File: config.mk
export PLATFORM = sky130hd
export DESIGN_NAME = oled_frame_scheduler_flat
export DESIGN_NICKNAME = d
export VERILOG_FILES = /design/src/rtl/oled_frame_scheduler_if.sv /design/src/rtl/oled_frame_scheduler.sv /design/src/flat_wrapper.sv
export SDC_FILE = /design/constraint.sdc
export NUM_CORES = 1
export LEC_CHECK = 0
export ABC_AREA = 1
export ABC_CLOCK_PERIOD_IN_PS = 3160
export CELL_PAD_IN_SITES_DETAIL_PLACEMENT = 1
export CELL_PAD_IN_SITES_GLOBAL_PLACEMENT = 1
export CORE_MARGIN = 3
export CORE_UTILIZATION = 40
export CTS_CLUSTER_DIAMETER = 60
export DETAILED_ROUTE_END_ITERATION = 8
export HOLD_SLACK_MARGIN = 0.05
export PLACE_DENSITY_LB_ADDON = 0.1
export SYNTH_ARGS = -nofsm -noshare
export SYNTH_HDL_FRONTEND = slang
export SYNTH_SLANG_ARGS = --single-unit
export TNS_END_PERCENT = 1
File: constraint.sdc
create_clock -name clk -period 3.16 [get_ports clk]
set_input_delay 0.632 -clock clk [delete_from_list [all_inputs] [get_ports clk]]
set_output_delay 0.632 -clock clk [all_outputs]
set_load 0.005 [all_outputs]
File: src/rtl/oled_frame_scheduler_if.sv
// Byte stream, frame RAM read port and control lines between the
// OLED frame scheduler and its RAMs / I2C writer.
interface oled_frame_scheduler_if;
  logic        enable;
  logic        hold;
  logic        sel_force_valid;
  logic [1:0]  sel_force;
  logic [9:0]  ram_read_addr;
  logic [31:0] ram_rdata;
  logic [1:0]  buf_sel;
  logic [7:0]  byte_data;
  logic        byte_valid;
  logic        byte_ready;
  logic        frame_start;
  logic        frame_done;
  logic        busy;

  modport master (
    input  enable,
    input  hold,
    input  sel_force_valid,
    input  sel_force,
    input  ram_rdata,
    input  byte_ready,
    output ram_read_addr,
    output buf_sel,
    output byte_data,
    output byte_valid,
    output frame_start,
    output frame_done,
    output busy
  );

  modport slave (
    output enable,
    output hold,
    output sel_force_valid,
    output sel_force,
    output ram_rdata,
    output byte_ready,
    input  ram_read_addr,
    input  buf_sel,
    input  byte_data,
    input  byte_valid,
    input  frame_start,
    input  frame_done,
    input  busy
  );
endinterface

File: src/rtl/oled_frame_scheduler.sv
// Streams 1024-byte frames from one of four frame RAMs, switching
// buffers (dwell auto-advance or forced) only on frame boundaries.
module oled_frame_scheduler #(
  parameter int unsigned DWELL_CYCLES = 27_000_000
) (
  input  logic                   clk,
  input  logic                   rst,
  oled_frame_scheduler_if.master bus
);

  localparam int unsigned DW = $clog2(DWELL_CYCLES + 1);
  localparam logic [DW-1:0] DWELL_MAX = DW'(DWELL_CYCLES);

  typedef enum logic [1:0] {
    IDLE,
    ADDR,
    LOAD,
    SEND
  } state_t;

  state_t        state_q, state_d;
  logic [9:0]    addr_q, addr_d;
  logic [DW-1:0] dwell_q, dwell_d;
  logic          fpend_q, fpend_d;
  logic [1:0]    fval_q, fval_d;
  logic [1:0]    sel_q, sel_d;
  logic [7:0]    data_q, data_d;
  logic          valid_q, valid_d;
  logic          fs_q, fs_d;
  logic          fd_q, fd_d;

  logic expired;
  logic sel_wr;
  logic force_use;

  assign expired = (dwell_q >= DWELL_MAX);

  assign bus.ram_read_addr = addr_q;
  assign bus.buf_sel       = sel_q;
  assign bus.byte_data     = data_q;
  assign bus.byte_valid    = valid_q;
  assign bus.frame_start   = fs_q;
  assign bus.frame_done    = fd_q;
  assign bus.busy          = (state_q != IDLE);

  // State and datapath registers, all cleared by reset.
  always_ff @(posedge clk or posedge rst) begin
    if (rst) begin
      state_q <= IDLE;
      addr_q  <= '0;
      dwell_q <= '0;
      fpend_q <= 1'b0;
      fval_q  <= '0;
      sel_q   <= '0;
      data_q  <= '0;
      valid_q <= 1'b0;
      fs_q    <= 1'b0;
      fd_q    <= 1'b0;
    end else begin
      state_q <= state_d;
      addr_q  <= addr_d;
      dwell_q <= dwell_d;
      fpend_q <= fpend_d;
      fval_q  <= fval_d;
      sel_q   <= sel_d;
      data_q  <= data_d;
      valid_q <= valid_d;
      fs_q    <= fs_d;
      fd_q    <= fd_d;
    end
  end

  // Frame sequencer: address/load/send per byte, buffer switch at wrap.
  always_comb begin
    state_d   = state_q;
    addr_d    = addr_q;
    sel_d     = sel_q;
    data_d    = data_q;
    valid_d   = valid_q;
    fs_d      = fs_q;
    fd_d      = 1'b0;
    sel_wr    = 1'b0;
    force_use = 1'b0;

    unique case (state_q)
      IDLE: begin
        if (fpend_q) begin
          sel_d     = fval_q;
          sel_wr    = 1'b1;
          force_use = 1'b1;
        end
        if (bus.enable) begin
          state_d = ADDR;
          addr_d  = '0;
        end
      end
      ADDR: begin
        state_d = LOAD;
      end
      LOAD: begin
        data_d  = bus.ram_rdata[{sel_q, 3'b000} +: 8];
        valid_d = 1'b1;
        fs_d    = (addr_q == 10'd0);
        state_d = SEND;
      end
      SEND: begin
        if (bus.byte_ready) begin
          valid_d = 1'b0;
          fs_d    = 1'b0;
          if (addr_q == 10'd1023) begin
            fd_d   = 1'b1;
            addr_d = '0;
            if (fpend_q) begin
              sel_d     = fval_q;
              sel_wr    = 1'b1;
              force_use = 1'b1;
            end else if (expired && !bus.hold) begin
              sel_d  = sel_q + 2'd1;
              sel_wr = 1'b1;
            end
            state_d = bus.enable ? ADDR : IDLE;
          end else begin
            addr_d  = addr_q + 10'd1;
            state_d = ADDR;
          end
        end
      end
      default: begin
        state_d = IDLE;
      end
    endcase
  end

  // Dwell timer: saturating count, restarted on every buffer write.
  always_comb begin
    dwell_d = dwell_q;
    if (sel_wr) begin
      dwell_d = '0;
    end else if (!expired) begin
      dwell_d = dwell_q + DW'(1);
    end
  end

  // Force latch: newest request wins over one being consumed.
  always_comb begin
    fpend_d = fpend_q;
    fval_d  = fval_q;
    if (bus.sel_force_valid) begin
      fpend_d = 1'b1;
      fval_d  = bus.sel_force;
    end else if (force_use) begin
      fpend_d = 1'b0;
    end
  end

endmodule

File: src/flat_wrapper.sv
// flat-port wrapper written by rule: the top's interface ports become plain ports
module oled_frame_scheduler_flat 
#(
  parameter int unsigned DWELL_CYCLES = 27_000_000
)
  (clk, rst, bus_enable, bus_hold, bus_sel_force_valid, bus_sel_force, bus_ram_rdata, bus_byte_ready, bus_ram_read_addr, bus_buf_sel, bus_byte_data, bus_byte_valid, bus_frame_start, bus_frame_done, bus_busy);
  oled_frame_scheduler_if bus_i ();
  input  logic clk;
  input  logic rst;
  input wire logic [$bits(bus_i.enable)-1:0] bus_enable;
  input wire logic [$bits(bus_i.hold)-1:0] bus_hold;
  input wire logic [$bits(bus_i.sel_force_valid)-1:0] bus_sel_force_valid;
  input wire logic [$bits(bus_i.sel_force)-1:0] bus_sel_force;
  input wire logic [$bits(bus_i.ram_rdata)-1:0] bus_ram_rdata;
  input wire logic [$bits(bus_i.byte_ready)-1:0] bus_byte_ready;
  output wire logic [$bits(bus_i.ram_read_addr)-1:0] bus_ram_read_addr;
  output wire logic [$bits(bus_i.buf_sel)-1:0] bus_buf_sel;
  output wire logic [$bits(bus_i.byte_data)-1:0] bus_byte_data;
  output wire logic [$bits(bus_i.byte_valid)-1:0] bus_byte_valid;
  output wire logic [$bits(bus_i.frame_start)-1:0] bus_frame_start;
  output wire logic [$bits(bus_i.frame_done)-1:0] bus_frame_done;
  output wire logic [$bits(bus_i.busy)-1:0] bus_busy;
  assign bus_i.enable = bus_enable;
  assign bus_i.hold = bus_hold;
  assign bus_i.sel_force_valid = bus_sel_force_valid;
  assign bus_i.sel_force = bus_sel_force;
  assign bus_i.ram_rdata = bus_ram_rdata;
  assign bus_i.byte_ready = bus_byte_ready;
  assign bus_ram_read_addr = bus_i.ram_read_addr;
  assign bus_buf_sel = bus_i.buf_sel;
  assign bus_byte_data = bus_i.byte_data;
  assign bus_byte_valid = bus_i.byte_valid;
  assign bus_frame_start = bus_i.frame_start;
  assign bus_frame_done = bus_i.frame_done;
  assign bus_busy = bus_i.busy;
  oled_frame_scheduler #(.DWELL_CYCLES(DWELL_CYCLES)) u_core (.clk(clk), .rst(rst), .bus(bus_i));
endmodule
==> results of run 1 <==
worst register-to-register path: stages, from the launching register on:
cell     delay, ps
dfrtp_1        470
nand2_2        120
inv_2           70
nand2_1         40
nor2_1         190
nand3_2        140
nand2_4        240
nand2_2         80
nand2_2         90
nand2_4        140
inv_4          200
nor2_1          70
routing by layer:
| metal | track usage (%) | up-vias | part of all wire [%] |
|---|---|---|---|
| li1 | - | 1601 | - |
| met1 | 27.06 | 1549 | 45 |
| met2 | 37.84 | 43 | 51 |
| met3 | 3.284 | 13 | 2.3 |
| met4 | 5.687 | 0 | 1.8 |
| met5 | 0 | - | 0 |
report_power, final:
group | leakage (nW) | total, mW | switching [mW] | internal (mW)
clock network | 0.0443 | 0.400 | 0.225 | 0.175
registers | 0.689 | 0.964 | 0.137 | 0.827
logic | 1.15 | 1.17 | 0.683 | 0.487
total | 1.88 | 2.53 | 1.05 | 1.49
metrics by stage:
stage	util, %	setup slack [ps]	std cells	instance area [um2]	hold slack (ps)
2_1_floorplan	-	1242	464	3249	436.7
3_3_place_gp	50.82	964.1	621	3968	453.7
3_5_place_dp	50.82	850.0	621	3968	464.6
4_1_cts	51.92	831.1	628	4054	488.7
5_1_grt	51.92	744.8	628	4054	522.9
6_report	51.92	852.7	628	4054	482.3
flip-flops by register name, indices dropped and copies added, names as in the netlist, 2 cells and up:
register / count
u_core.fval_q: 2
u_core.state_q: 2
u_core.bus.byte_data: 8
u_core.bus.ram_read_addr: 10
u_core.bus.buf_sel: 2
u_core.dwell_q: 25
worst max-delay path by stage:
stage,from,endpoint,cells past startpoint
2_1_floorplan,rst,u_core.bus.buf_sel[0],1
3_3_place_gp,bus_byte_ready,u_core.bus.ram_read_addr[7],8
3_5_place_dp,bus_enable,u_core.bus.ram_read_addr[6],7
4_1_cts,u_core.state_q[0],bus_busy,4
5_1_grt,u_core.state_q[0],bus_busy,4
6_report,u_core.state_q[0],bus_busy,4
synthesized netlist by cell type, types with 2 or more instances:
cell / count
inv_1: 50
ha_1: 7
nand4_1: 9
nand3_2: 2
buf_6: 2
nor2_2: 4
inv_2: 2
buf_2: 2
nor3_1: 6
o21bai_1: 5
dfrtp_1: 53
nor2_1: 106
nor3b_1: 2
nand2_4: 2
o21ai_0: 32
a31oi_1: 8
nand2_2: 3
clkbuf_1: 6
nand3_1: 35
xor2_1: 7
a21oi_1: 4
nand2_1: 103
o21ai_1: 2
cell type report:
class	count	area (um2)	area share [%]
multi-input cells	346	1655	40.83
repair buffers	66	653.1	16.11
inverters	54	205.2	5.062
clock buffers	7	86.33	2.130
flip-flops and latches	53	1326	32.72
well taps	102	127.6	3.148
cell families after synthesis:
family,synth area share [%]
compound gates,10.01
xor+xnor,2.156
simple gates,36.08
fa+ha+maj,2.695
buf+inv,8.240
flops,40.82
==> results.toml, run 1 <==
[outcome]
status = "complete, no violations"

[timing]
finClkSkew_ps = 4.771
fmax_mhz = 433.4
finalCritPeriodShare_pct = 73.02
slew_headroom_pct = 57.43
hold_violations = 0
fin_crit_ps = 2307
rsz0062_at_grt = "false"
worstMarginPinSlew_ps = 638.6
finalSetupViolations = 0
setup-tns-final_ps = 0
slew_violations = 0

[setup_path]
crit_family = "buffers and inverters"
crit_path_cell_trace = "inv_1, ha_1, inv_1, clkdlybuf4s50_1"
cp_data_required_time_ps = 2530
reg2regPathDepth = 11
worst_setup_path_end_kind = "output port"
arrival_ps = 1680
max_stage_delay_ps = 510
r2r_slack_ps = 1190
crit_slowest_cell = "clkdlybuf4s50_1"
crit_type = "flop to output port"
path_common_cell = "inv_1"
worst-path-buf-inv = 3
timing.rr.start = "u_core.dwell_q[19]"
crit_path_max_fanout = 5
rr_endpoint = "u_core.dwell_q[9]"
start_kind = "flop"

[logic_synthesis]
syn_avg_cell_area_um2 = 7.003
async_flop_share_pct = 100.0
yosys.area.top_type_share_pct = 40.82
synth_edf_count = 0
synth.distinct_cells = 35
ys_top_cells_by_area = "dfrtp_1 41%, nor2_1 12%, nand2_1 12%"
ys.flop_type = "dfrtp_1"
syn-cell-area_mm2 = 0.003249
yosys_register_bits = 53
syn_inst = 464
ys_warn_count = 0
synth_top_area_cell = "dfrtp_1"
yosysSeqAreaShare_pct = 40.82
synth_nets = 511

[cts]
cts_made_buffers = 5
cts_hold_buf = 0
cts.reportedPaths.clkPinSlew_ps = 90
cts_max_level = 2
post-cts-setup-buffer-count = 0
clk_latency_ps = 310
cts_resized = 0
clockRootBuffer = "clkbuf_8"
cts_sinks = 53
clockBufferDepth = 2
cts_tree = "done"

[drt]
wirelength_um = 9259
wire_per_inst_um = 14.74
dr.pass1.iters = 4
final_antenna_net_count = 0
via_count = 3206
viasPerCell = 5.105
post-route-drc-count = 0
drt-initial-drc-count = 87

[global_route]
first_global_vias = 3332
grt_first_pass_wirelength_um = 15620
overflow = 0
grt_use_total_pct = 21.43
antenna_found_initial = 0
grt_max_degree = 21

[floorplanning]
row_count = 32
start_util_pct = 41.62
dieArea_mm2 = 0.009241
core_mm2 = 0.007807
ios = 64
dieHeight_um = 96.13
die_w_um = 96.13

[placement]
port_buffers = 63
gp_congestion = 0.8914
post-dp-hpwl_um = 7140

[finish]
antenna_cells = 0
fillers = 1025
area_growth_pct = 24.76
nNetsFinal = 573
final_cell_mix = "106 x nor2_1, 103 x nand2_1, 63 x clkdlybuf4s50_1"
drive_gt1_share_pct = 4.943
layout_commonest_cell = "nor2_1"

[run]
drv_cap = 0

[power]
irDropWorstVdd_uv = 442.7
power_density_mw_per_mm2 = 625.0
power_mw = 2.534
power.leakage_nw = 1.881

[worst_hold_path]
hold_class = "flop to flop"
holdPathStages = 2
min_to = "u_core.fval_q[0]"
hp-start = "u_core.fval_q[0]"
Note: power is estimated with default switching activity, not from simulation.
==> run 2, diff against run 1 <==
ABC_CLOCK_PERIOD_IN_PS = 1900   (was 3160)
CORE_UTILIZATION = 33   (was 40)
clock period = 1.9 ns   (was 3.16 ns; I/O delays follow)
==> run 2 against run 1 <==
Hold slack got worse by 55 ps. Clock power increased by 70%. Clock-buffer cell count unchanged. Flip-flop and latch count unchanged. Combinational power increased by 91%. Power increased by 78%. First-iteration DRC count decreased by 18%. Critical path depth decreased by 3. Register-to-register slack got worse by 1100 ps. Largest power group unchanged. Highest routed layer unchanged.
==> results.toml, run 2 (synthesized netlist as in run 1, its figures left out) <==
[placement]
gp_congestion = 0.8788
dp_cells = 672
port_buffers = 63
post-dp-hpwl_um = 7748

[setup_path]
start_kind = "flop"
crit_path_max_fanout = 8
crit_path_cell_trace = "clkdlybuf4s50_1"
arrival_ps = 1400
reg2regPathDepth = 11
rr_endpoint = "u_core.dwell_q[11]"
crit_slowest_cell = "clkdlybuf4s50_1"
crit_type = "flop to output port"
worst_setup_path_end_kind = "output port"
max_stage_delay_ps = 570
timing.rr.start = "u_core.dwell_q[9]"
cp_data_required_time_ps = 1520
worst-path-buf-inv = 1
crit_family = "buffers and inverters"
r2r_slack_ps = 120

[finish]
final_cell_mix = "102 x nor2_1, 101 x nand2_1, 62 x clkdlybuf4s50_1"
fillers = 1196
top_register = "u_core.dwell_q"
antenna_cells = 0
area_growth_pct = 35.08
layout_commonest_cell = "nor2_1"
layout.cells.non_filler = 681
nNetsFinal = 599
largest_reg_flops = 25
drive_gt1_share_pct = 12.50

[timing]
slew_headroom_pct = 71.92
finalCritPeriodShare_pct = 93.87
finClkSkew_ps = 12.09
hold_violations = 0
setup-tns-final_ps = 0
slew_violations = 0
finalSetupViolations = 0
fmax_mhz = 560.7
rsz0062_at_grt = "true"
worstMarginPinSlew_ps = 420.7
fin_crit_ps = 1784

[power]
p_int_mw = 2.680
pwr-share-seq_pct = 35.3
p_sw_share_pct = 40.52
p_comb_share_pct = 49.6
irDropWorstVdd_uv = 854.9
power.leakage_nw = 2.025
switching_power_mw = 1.826
clockPowerShare_pct = 15.1
power_density_mw_per_mm2 = 1027

[cts]
cts_tree = "done"
cts_max_level = 2
cts_sinks = 53
cts.reportedPaths.clkPinSlew_ps = 100
clockBufferDepth = 2
cts_made_buffers = 5
cts_hold_buf = 0
clk_latency_ps = 310
clockRootBuffer = "clkbuf_8"

[worst_hold_path]
hold_class = "input pin to async pin"

[drt]
dr.pass1.iters = 4
wire_per_inst_um = 14.64
drt-initial-drc-count = 71
final_antenna_net_count = 0
wirelength_um = 9972
post-route-drc-count = 0
via_count = 3318
viasPerCell = 4.872

[global_route]
grt_use_total_pct = 18.68
antenna_found_initial = 0
overflow = 0
grt_first_pass_wirelength_um = 17150
first_global_vias = 3605
grt_max_degree = 54

[floorplanning]
ios = 64
row_count = 35
start_util_pct = 34.51
core_mm2 = 0.009415
dieArea_mm2 = 0.01107
dieHeight_um = 105.2
die_w_um = 105.2

[run]
drv_cap = 0

[outcome]
status = "complete, no violations"
[run 2: cell count changes in the layout (fill, tap and decap cells not counted), moves of 2 or more]
cell     previous run  this run
buf_12              0         3
buf_4               3        26
ha_1                7         3
ha_2                0         2
ha_4                0         2
inv_1              49        45
inv_2               3         7
nand2_1           103       101
nand2_2             3         5
nor2_1            106       102
nor2_2              4         7
[run 2: area by class of cell]
type                            count  area, um2  share of cell area [%]
Timing Repair Buffer               92      888.4                   20.24
Sequential cell                    53       1326                   30.22
Inverter                           54      205.2                   4.675
Tap cell                          129      161.4                   3.677
Multi-Input combinational cell    346       1722                   39.22
Clock buffer                        7      86.33                   1.967
[run 2: worst max path at each step]
| stage | cells past startpoint | slack [ps] | end | startpoint |
|---|---|---|---|---|
| after floorplan | 1 | 230 | u_core.bus.buf_sel[0] | rst |
| after global placement | 8 | 40 | u_core.bus.ram_read_addr[7] | bus_byte_ready |
| after detailed placement | 8 | -40 | u_core.bus.ram_read_addr[7] | bus_byte_ready |
| after CTS | 4 | 2 | bus_busy | u_core.state_q[1] |
| after global routing | 11 | -40 | u_core.dwell_q[11] | u_core.dwell_q[9] |
| final | 1 | 120 | bus_buf_sel[1] | u_core.bus.buf_sel[1] |
[run 2: metrics by stage]
step	power [mW]	hold WS [ps]	setup slack (ps)	utilization, %	cell area (um2)
floorplan	2.820	436.7	233.8	-	3249
detailed placement	3.760	469.1	-44.68	44.81	4219
global route	4.935	459.7	-36.63	46.62	4389
global placement	3.697	448.8	43.34	44.81	4219
CTS	4.554	440.8	2.140	46.05	4335
finish	4.506	427.4	116.4	46.62	4389
[run 2: what timing repair did]
item | CTS | global route
setup buffers | 2 | 0
endpoints found under the setup margin | 2 | 32
resized for setup | 6 | 17
pin swaps | 0 | 2
[run 2: power groups by stage]
stage / clock network [mW] / logic, mW / registers, mW
2_1_floorplan: 0 / 1.26 / 1.56
3_3_place_gp: 0 / 2.09 / 1.60
3_5_place_dp: 0 / 2.15 / 1.61
4_1_cts: 0.707 / 2.25 / 1.59
5_1_grt: 0.746 / 2.56 / 1.63
6_report: 0.681 / 2.24 / 1.59
[run 2: per-layer routing]
layer | up-vias | track usage [%] | part of all wire, %
met3 | 13 | 2.939 | 3.3
met2 | 55 | 32.65 | 50
met5 | - | 0 | 0
met4 | 0 | 4.311 | 1.3
li1 | 1649 | - | -
met1 | 1601 | 24.18 | 46
==> run 3, diff against run 2 <==
CORE_UTILIZATION = 30   (was 33)
==> run 3 against run 2 <==
Wire length increased by 0.11%. Worst setup slack got worse by 13 ps. Clock-buffer cell count decreased by 2. Maximum frequency decreased by 0.75%. First-iteration DRC count increased by 38%. Clock skew about the same. Hold slack got worse by 74 ps. Cell area increased by 0.26%. Combinational power about the same. Largest cell class unchanged. Highest routed layer unchanged.
==> results.toml, run 3 (synthesized netlist as in run 1, its figures left out) <==
[setup_path]
reg2regPathDepth = 10
arrival_ps = 1420
crit_type = "flop to output port"
crit_path_cell_trace = "buf_4, clkdlybuf4s50_1"
rr_endpoint = "u_core.dwell_q[20]"
start_kind = "flop"
crit_path_end = "bus_ram_read_addr[3]"
cp_data_required_time_ps = 1520
worst_setup_path_end_kind = "output port"
timing.rr.start = "u_core.dwell_q[0]"
worst-path-buf-inv = 2
crit_slowest_cell = "clkdlybuf4s50_1"
crit_path_max_fanout = 5
r2r_slack_ps = 130
worst-path-stages = 2
max_stage_delay_ps = 510
crit_family = "buffers and inverters"
crit_start = "u_core.bus.ram_read_addr[3]"

[timing]
finalSetupViolations = 0
holdWs_ps = 353.7
fin_crit_ps = 1797
worstMarginPinSlew_ps = 452.2
fmax_mhz = 556.5
slew_headroom_pct = 69.82
setup-tns-final_ps = 0
hold_violations = 0
rsz0062_at_grt = "true"
slew_violations = 0
finalCritPeriodShare_pct = 94.58
finClkSkew_ps = 11.79

[finish]
top_register = "u_core.dwell_q"
multi_input_area_mm2 = 0.001712
drive_gt1_share_pct = 12.45
largest_reg_flops = 25
antenna_cells = 0
area_growth_pct = 35.43
register_area_mm2 = 0.001326
final_cell_area_mm2 = 0.004400
final_cell_mix = "102 x nand2_1, 102 x nor2_1, 62 x clkdlybuf4s50_1"
nNetsFinal = 600
layout.cells.non_filler = 690
fillers = 1320

[worst_hold_path]
hold_class = "input pin to async pin"

[placement]
gp_congestion = 0.7979
dp_cells = 675
port_buffers = 63
post-dp-hpwl_um = 7856
place_area_mm2 = 0.004198

[drt]
viasPerCell = 4.757
dr.pass1.iters = 5
final_antenna_net_count = 0
post-route-drc-count = 0
via_count = 3282
drt-initial-drc-count = 98
wire_per_inst_um = 14.47
wirelength_um = 9983

[power]
power.leakage_nw = 2.023
power_mw = 4.524
irDropWorstVdd_uv = 635.2
power_density_mw_per_mm2 = 1028

[global_route]
antenna_found_initial = 0
grt_first_pass_wirelength_um = 16500
first_global_vias = 3432
grt_use_total_pct = 17.48
overflow = 0
grt_max_degree = 25

[run]
drv_cap = 0

[floorplanning]
dieHeight_um = 110.1
row_count = 37
dieArea_mm2 = 0.01212
core_mm2 = 0.01042
ios = 64
start_util_pct = 31.20
die_w_um = 110.1

[cts]
clockRootBuffer = "clkbuf_8"
cts_made_buffers = 5
cts_sinks = 53
clockBufferDepth = 2
cts_tree = "done"
cts_max_level = 2
clk_latency_ps = 340
cts.reportedPaths.clkPinSlew_ps = 110
cts_hold_buf = 0

[outcome]
status = "complete, no violations"
[run 3: power breakdown]
| group | leakage (nW) | switching, mW | internal, mW |
|---|---|---|---|
| Combinational | 1.29 | 1.24 | 1.02 |
| Sequential | 0.689 | 0.182 | 1.37 |
| Clock | 0.0423 | 0.440 | 0.269 |
| Total | 2.02 | 1.86 | 2.66 |
[run 3: timing repair]
item | 4_1_cts | 5_1_grt
endpoints found under the setup margin | 26 | 28
gates resized for setup | 7 | 11
endpoints found under the hold margin | 0 | 0
setup buffers | 3 | 4
pin swaps | 0 | 3
[run 3: final cells by class]
| cell class | instances | share of cell area [%] |
|---|---|---|
| tap | 136 | 3.867 |
| timing repair buffer | 93 | 20.27 |
| multi-input combinational | 346 | 38.90 |
| clock buffer | 5 | 1.564 |
| clock inverter | 3 | 0.5971 |
| inverter | 54 | 4.663 |
| sequential | 53 | 30.14 |
[run 3: metal layers]
layer	vias to the layer above	wire [um]	global-route usage, %
met5	-	0	0
met4	0	122	5.165
met3	8	185	3.145
met2	29	5209	30.81
met1	1589	4465	21.66
li1	1656	-	-
[run 3: worst min-delay path by stage]
stage	from	to	slack [ps]	cells after the start
after global placement	u_core.fval_q[1]	u_core.fval_q[1]	460	2
after CTS	rst	u_core.bus.byte_data[7]	360	2
after detailed placement	u_core.fval_q[1]	u_core.fval_q[1]	460	2
after floorplan	u_core.fval_q[0]	u_core.fval_q[0]	440	2
final	rst	u_core.bus.byte_data[7]	350	2
after global routing	rst	u_core.bus.byte_data[7]	390	2
[run 3: metrics by stage]
| stage | worst slack (ps) | utilization, % |
|---|---|---|
| after detailed placement | -43.85 | 40.30 |
| final | 102.9 | 42.25 |
| after global routing | -60.82 | 42.25 |
| after global placement | -2.575 | 40.30 |
| after floorplan | 233.8 | - |
| after CTS | 37.84 | 41.59 |
[run 3: worst reg2reg max path: stages (launching register included)]
cell and delay, ps:
dfrtp_1 420, ha_1 200, nand3_1 120, inv_2 110, nand4_1 180, buf_4 190
nor3b_2 220, nand2_1 80, nand2_1 70, nand2_1 40, nor2_1 80
